[config.mk]
export PLATFORM = sky130hd
export DESIGN_NAME = dmem_port
export DESIGN_NICKNAME = d
export VERILOG_FILES = /design/src/rtl/dmem_port_pkg.sv /design/src/rtl/dmem_merge.sv /design/src/rtl/dmem_port.sv
export SDC_FILE = /design/constraint.sdc
export NUM_CORES = 1
export LEC_CHECK = 0
export ABC_AREA = 1
export BUFFER_PORTS_ARGS = -buffer_cell sky130_fd_sc_hd__buf_4
export CAP_MARGIN = 20
export CORE_ASPECT_RATIO = 1.1
export CORE_MARGIN = 5
export CORE_UTILIZATION = 40
export CTS_CLUSTER_DIAMETER = 40
export CTS_CLUSTER_SIZE = 30
export DETAILED_ROUTE_END_ITERATION = 7
export PLACE_DENSITY = 0.66
export SYNTH_ARGS = -nofsm -noshare
export SYNTH_HDL_FRONTEND = slang
export SYNTH_SLANG_ARGS = --single-unit
[constraint.sdc]
create_clock -name CLK -period 3.8 [get_ports CLK]
set_clock_uncertainty 0.2 [all_clocks]
set_input_delay 0.38 -clock CLK [delete_from_list [all_inputs] [get_ports CLK]]
set_output_delay 0.38 -clock CLK [all_outputs]
set_load 0.01 [all_outputs]
[src/rtl/dmem_port_pkg.sv]
// Shared definitions for the data-memory port: store size encodings,
// controller states and small decode helpers.
package dmem_port_pkg;

   localparam int MEM_AW_DEFAULT = 30;

   localparam logic [1:0] SZ_WORD = 2'd0;
   localparam logic [1:0] SZ_BYTE = 2'd1;
   localparam logic [1:0] SZ_HALF = 2'd2;

   typedef enum logic [2:0] {
      IDLE   = 3'd0,
      RD     = 3'd1,
      RMW_RD = 3'd2,
      RMW_WR = 3'd3,
      WR     = 3'd4,
      DONE   = 3'd5
   } state_e;

   // States in which a request is outstanding on the SRAM interface.
   function automatic logic is_busy(input state_e s);
      return (s == RD) || (s == RMW_RD) || (s == RMW_WR) || (s == WR);
   endfunction

   function automatic logic is_sub_word(input logic [1:0] size);
      return (size == SZ_BYTE) || (size == SZ_HALF);
   endfunction

   function automatic logic is_misaligned_half(input logic [1:0] size, input logic addr0);
      return (size == SZ_HALF) && addr0;
   endfunction

endpackage

[src/rtl/dmem_merge.sv]
// Combinational sub-word merge for read-modify-write stores.
// Big-endian lanes: byte offset 0 occupies bits [31:24].
module dmem_merge
   import dmem_port_pkg::*;
(
   input  logic [31:0] old_word,
   input  logic [31:0] new_data,
   input  logic [1:0]  size,
   input  logic [1:0]  offset,
   output logic [31:0] merged
);

   // NOTE: merged gets a default first so no path through the case leaves it unassigned (no latch).
   always_comb begin
      merged = old_word;
      case (size)
         SZ_BYTE: begin
            case (offset)
               2'd0: merged[31:24] = new_data[7:0];
               2'd1: merged[23:16] = new_data[7:0];
               2'd2: merged[15:8]  = new_data[7:0];
               2'd3: merged[7:0]   = new_data[7:0];
               default: merged = old_word;
            endcase
         end
         SZ_HALF: begin
            if (offset[1]) merged[15:0]  = new_data[15:0];
            else           merged[31:16] = new_data[15:0];
         end
         default: merged = new_data;
      endcase
   end

endmodule

[src/rtl/dmem_port.sv]
// Data-memory port between the MEM stage and a word-only, variable-latency
// SRAM: loads, word stores and read-modify-write for byte/half stores.
module dmem_port
   import dmem_port_pkg::*;
#(
   parameter int          MEM_AW      = MEM_AW_DEFAULT,
   parameter logic [31:0] RESET_RDATA = 32'h0000_0000
) (
   input  logic              CLK,
   input  logic              RESET,
   input  logic              MemRead_IN,
   input  logic              MemWrite_IN,
   input  logic [31:0]       data_address_IN,
   input  logic [31:0]       data_write_IN,
   input  logic [1:0]        data_write_size_IN,
   output logic [31:0]       data_read_OUT,
   output logic              STALL_OUT,
   output logic              align_err_OUT,
   output logic [MEM_AW-1:0] mem_addr_OUT,
   output logic              mem_req_OUT,
   output logic              mem_we_OUT,
   output logic [31:0]       mem_wdata_OUT,
   input  logic [31:0]       mem_rdata_IN,
   input  logic              mem_ack_IN
);

   state_e            state_q, state_d;
   logic              mem_req_q, mem_req_d;
   logic              mem_we_q, mem_we_d;
   logic [MEM_AW-1:0] mem_addr_q, mem_addr_d;
   logic [31:0]       mem_wdata_q, mem_wdata_d;
   logic [31:0]       data_read_q, data_read_d;
   logic              align_err_q, align_err_d;
   logic [31:0]       sub_q, sub_d;
   logic [1:0]        size_q, size_d;
   logic [1:0]        off_q, off_d;
   logic [31:0]       merged;
   logic              misaligned;

   assign misaligned = is_misaligned_half(data_write_size_IN, data_address_IN[0]);

   dmem_merge u_merge (
      .old_word (mem_rdata_IN),
      .new_data (sub_q),
      .size     (size_q),
      .offset   (off_q),
      .merged   (merged)
   );

   // NOTE: sequential state uses non-blocking assignments so every flop samples pre-edge values.
   always_ff @(posedge CLK) begin
      if (RESET) state_q <= IDLE;
      else       state_q <= state_d;
   end

   always_comb begin
      state_d = state_q;
      case (state_q)
         IDLE: begin
            if (MemWrite_IN) begin
               if (misaligned)                           state_d = DONE;
               else if (is_sub_word(data_write_size_IN)) state_d = RMW_RD;
               else                                      state_d = WR;
            end else if (MemRead_IN) begin
               state_d = RD;
            end
         end
         RD:      if (mem_ack_IN) state_d = DONE;
         RMW_RD:  if (mem_ack_IN) state_d = RMW_WR;
         RMW_WR:  if (mem_ack_IN) state_d = DONE;
         WR:      if (mem_ack_IN) state_d = DONE;
         DONE:    state_d = IDLE;
         default: state_d = IDLE;
      endcase
   end

   // DONE deliberately drops the stall so the pipeline advances exactly one edge.
   always_comb begin
      STALL_OUT = 1'b0;
      case (state_q)
         IDLE:                  STALL_OUT = MemRead_IN | MemWrite_IN;
         RD, RMW_RD, RMW_WR, WR: STALL_OUT = 1'b1;
         default:               STALL_OUT = 1'b0;
      endcase
   end

   // SRAM request and write-enable follow the next state, so they rise and fall registered.
   always_comb begin
      mem_req_d   = is_busy(state_d);
      mem_we_d    = (state_d == RMW_WR) || (state_d == WR);
      mem_addr_d  = mem_addr_q;
      mem_wdata_d = mem_wdata_q;
      data_read_d = data_read_q;
      align_err_d = 1'b0;
      sub_d       = sub_q;
      size_d      = size_q;
      off_d       = off_q;
      case (state_q)
         IDLE: begin
            if (MemWrite_IN) begin
               if (misaligned) begin
                  align_err_d = 1'b1;
               end else begin
                  mem_addr_d  = data_address_IN[MEM_AW+1:2];
                  mem_wdata_d = data_write_IN;
                  sub_d       = data_write_IN;
                  size_d      = data_write_size_IN;
                  off_d       = data_address_IN[1:0];
               end
            end else if (MemRead_IN) begin
               mem_addr_d = data_address_IN[MEM_AW+1:2];
            end
         end
         RD:      if (mem_ack_IN) data_read_d = mem_rdata_IN;
         RMW_RD:  if (mem_ack_IN) mem_wdata_d = merged;
         default: ;
      endcase
   end

   always_ff @(posedge CLK) begin
      if (RESET) begin
         mem_req_q   <= 1'b0;
         mem_we_q    <= 1'b0;
         mem_addr_q  <= '0;
         mem_wdata_q <= '0;
         data_read_q <= RESET_RDATA;
         align_err_q <= 1'b0;
         sub_q       <= '0;
         size_q      <= SZ_WORD;
         off_q       <= '0;
      end else begin
         mem_req_q   <= mem_req_d;
         mem_we_q    <= mem_we_d;
         mem_addr_q  <= mem_addr_d;
         mem_wdata_q <= mem_wdata_d;
         data_read_q <= data_read_d;
         align_err_q <= align_err_d;
         sub_q       <= sub_d;
         size_q      <= size_d;
         off_q       <= off_d;
      end
   end

   assign mem_req_OUT   = mem_req_q;
   assign mem_we_OUT    = mem_we_q;
   assign mem_addr_OUT  = mem_addr_q;
   assign mem_wdata_OUT = mem_wdata_q;
   assign data_read_OUT = data_read_q;
   assign align_err_OUT = align_err_q;

endmodule

==> results.ini <==
[sta]
setup-tns-final_ps = 0
fmax_mhz = 398
final_hold_viol_count = 0
fin_crit_sh = 0.660
finalSetupViolations = 0
relSlewSlack = 0.363
final_max_slew_viol_count = 0
worst_slew_pin_slew_ps = 954
fin_crit_ps = 2510
rsz0062_at_grt = no

[critical_path]
cp_cell_sequence = inv_1 -> ha_1 -> buf_4 -> clkinv_1 -> nand3_1 -> nand2_1 -> nand3_1 -> o21ai_0 -> a21oi_1
ff2ff_setup_slack_ps = 1290
required_ps = 3950
path_max_fanout = 41
critical_path_arrival_ps = 2660
r2r-end = mem_wdata_OUT[0]
end_kind = register
path_class = register to register
r2r_start = size_q[0]
r2r_cells = 9
crit_buf_inv = 3
crit_top_cell = nand3_1
worst_path_largest_cell_delay_ps = 390
crit_cells = 9
crit_end = mem_wdata_OUT[0]
critPathLaunchType = register
crit_family = buffers and inverters
cp-startpoint = size_q[0]
cp_slowest_cell = buf_4

[placement]
gp_congestion = 0.967
post-place-cells = 1217
dpl.hpwl_um = 14800
io_buffers = 200

[finish]
n_antenna_cell = 0
syn2layout_area_growth_pct = 37.2
stdcell_count = 1255
fillers = 1525
fin_nets = 1153
layout-drive-gt1-share = 0.238

[clock_network]
root_buffer = clkbuf_16
cts_sinks = 136
htree_levels = 4
path_clk_slew_ps = 60
clock_path_buffers = 2
tritoncts = built
clkLatencyLatePin_ps = 420
cts_buffers = 17

[global_route]
grt_pass1_vias = 5915
grt_max_degree = 111
grt_first_pass_wirelength_um = 31900
grtUsageTotal = 0.225
overflow = 0
antenna_found_initial = 0

[drt]
dr.first_iter.drc_count = 641
drc = 0
ant_nets = 0
first_pass_iters = 5
wire_per_inst_um = 16.4
postRouteWirelength_um = 20600
viasPerCell = 5.14
vias = 6447

[floorplan]
die_y_um = 139
die_w_um = 127
io_pins = 201
row_count = 47
start_util = 0.405
fp.coreArea_um2 = 15000
die_area_um2 = 17800

[logic_synthesis]
seq_area_frac_synth = 0.448
syn_inst = 870
netlist_area_um2 = 6070
ys_types = 26
ys_seq_elements = 136
synth_fp_nets = 976
synth_warnings = 0
syn_avg_cell_area_um2 = 6.98

[outcome]
status = completed

[power_and_ir_drop]
power.leakage_nw = 3.74
finalPower_w = 0.00492
ir_worst_vdd_v = 0.000310
p_per_area_nw_per_um2 = 591

[flow_run]
drv_cap = 0

[worst_hold_path]
hold_class = primary input to register

synthesized netlist by cell type:
cell / count / share of area
nor2_1: 146 / 0.090
o21ai_0: 142 / 0.12
a21oi_1: 141 / 0.12
dfxtp_1: 136 / 0.45
nand2_1: 78 / 0.048
inv_1: 65 / 0.040
nand3_1: 48 / 0.040
clkbuf_1: 36 / 0.022
buf_2: 16 / 0.013
nor3_1: 16 / 0.013
o21ai_1: 13 / 0.011
o211ai_1: 9 / 0.011
buf_6: 3 / 0.0056
ha_1: 3 / 0.0062
inv_2: 3 / 0.0019
nand2_2: 3 / 0.0031
buf_1: 2 / 0.0012
clkinv_1: 2 / 0.0012
inv_4: 1 / 0.0010
nand2_4: 1 / 0.0019
nand3b_1: 1 / 0.0012
nor2_2: 1 / 0.0010
nor2_4: 1 / 0.0019
nor3_2: 1 / 0.0016
nor4_1: 1 / 0.0010
or2_2: 1 / 0.0010
cell type report:
type	instances	area, µm²	area share
tap	196	245	0.0294
multi-input combinational	606	2830	0.340
clock inverter	13	179	0.0215
timing repair buffer	215	1640	0.197
clock buffer	18	439	0.0527
sequential	136	2720	0.327
inverter	71	269	0.0323
cell usage in the layout (no fill, tap or decap):
master           n
nand3b_1         1
buf_4          207
or2_2            1
o21ai_0        142
nor3_4           1
nand2_1         78
inv_4            1
clkinv_4         1
nor2_2           1
buf_12           1
inv_2            4
bufinv_16        4
nor2_4           1
ha_1             3
o211ai_1         9
nand2_2          3
clkbuf_8         1
inv_1           64
nor2_1         146
nor3_1          16
nand2_4          1
o21ai_1         13
a21oi_1        141
dlygate4sd3_1    7
dfxtp_1        136
clkbuf_16       17
clkinvlp_4       4
clkinv_2         4
nor4_1           1
nand3_1         48
clkinv_1         2
stage by stage:
step | worst slack [ps] | instance area (µm²) | util | hold WS (ps)
after floorplan | 2010 | 6070 | - | 229
after global placement | 1460 | 7640 | 0.510 | 239
after detailed placement | 1370 | 7640 | 0.510 | 246
after CTS | 1350 | 8330 | 0.556 | 0.253
after global routing | 1050 | 8330 | 0.556 | 9.83
final | 1290 | 8330 | 0.556 | 13.8
worst min path at each step:
stage	from	slack (ps)	depth (start not counted)	end
final	mem_rdata_IN[0]	10	3	data_read_OUT[0]
after global routing	data_address_IN[24]	10	3	mem_addr_OUT[22]
after detailed placement	sub_q[24]	250	2	sub_q[24]
after floorplan	sub_q[16]	230	2	sub_q[16]
after CTS	data_address_IN[6]	0.3	3	mem_addr_OUT[4]
after global placement	sub_q[28]	240	2	sub_q[28]
registers in the layout, summed over array words and instances, names as in the netlist:
register	flops
data_read_OUT	32
mem_wdata_OUT	32
sub_q	32
mem_addr_OUT	30
state_q	3
off_q	2
size_q	2
align_err_OUT	1
mem_req_OUT	1
mem_we_OUT	1
metal layers:
layer  vias to the layer above  track usage  share of wire
met5                         -            0              0
met4                         0       0.0870          0.027
met3                        40       0.0525          0.096
met2                       292        0.341           0.44
met1                      2863        0.312           0.43
li1                       3252            -              -
cell families (layout without fill, tap and decap cells):
family	count (synthesis)	count (layout)	share of synthesized area
flops	136	136	0.448
compound gates	305	305	0.255
simple gates	298	298	0.204
fa+ha+maj	3	3	0.00618
buf+inv	128	317	0.0865
report_power, final:
part / switching [W] / leakage, nW / total, W / internal (W)
Combinational: 0.000843 / 2.33 / 0.00139 / 0.000550
Sequential: 0.000135 / 1.12 / 0.00180 / 0.00166
Clock: 0.000628 / 0.294 / 0.00173 / 0.00111
worst register-to-register path, stage by stage (launching register included):
cell	delay (ps)
dfxtp_1	350
inv_1	50
ha_1	270
buf_4	390
clkinv_1	390
nand3_1	380
nand2_1	100
nand3_1	80
o21ai_0	80
a21oi_1	130
what timing repair did:
item / 4_1_cts / 5_1_grt
hold buffers: 7 / 0
gates resized for setup: 0 / 0
setup buffers: 0 / 0
endpoints found under the hold margin: 11 / 0
(Power assumes the default switching activity.)
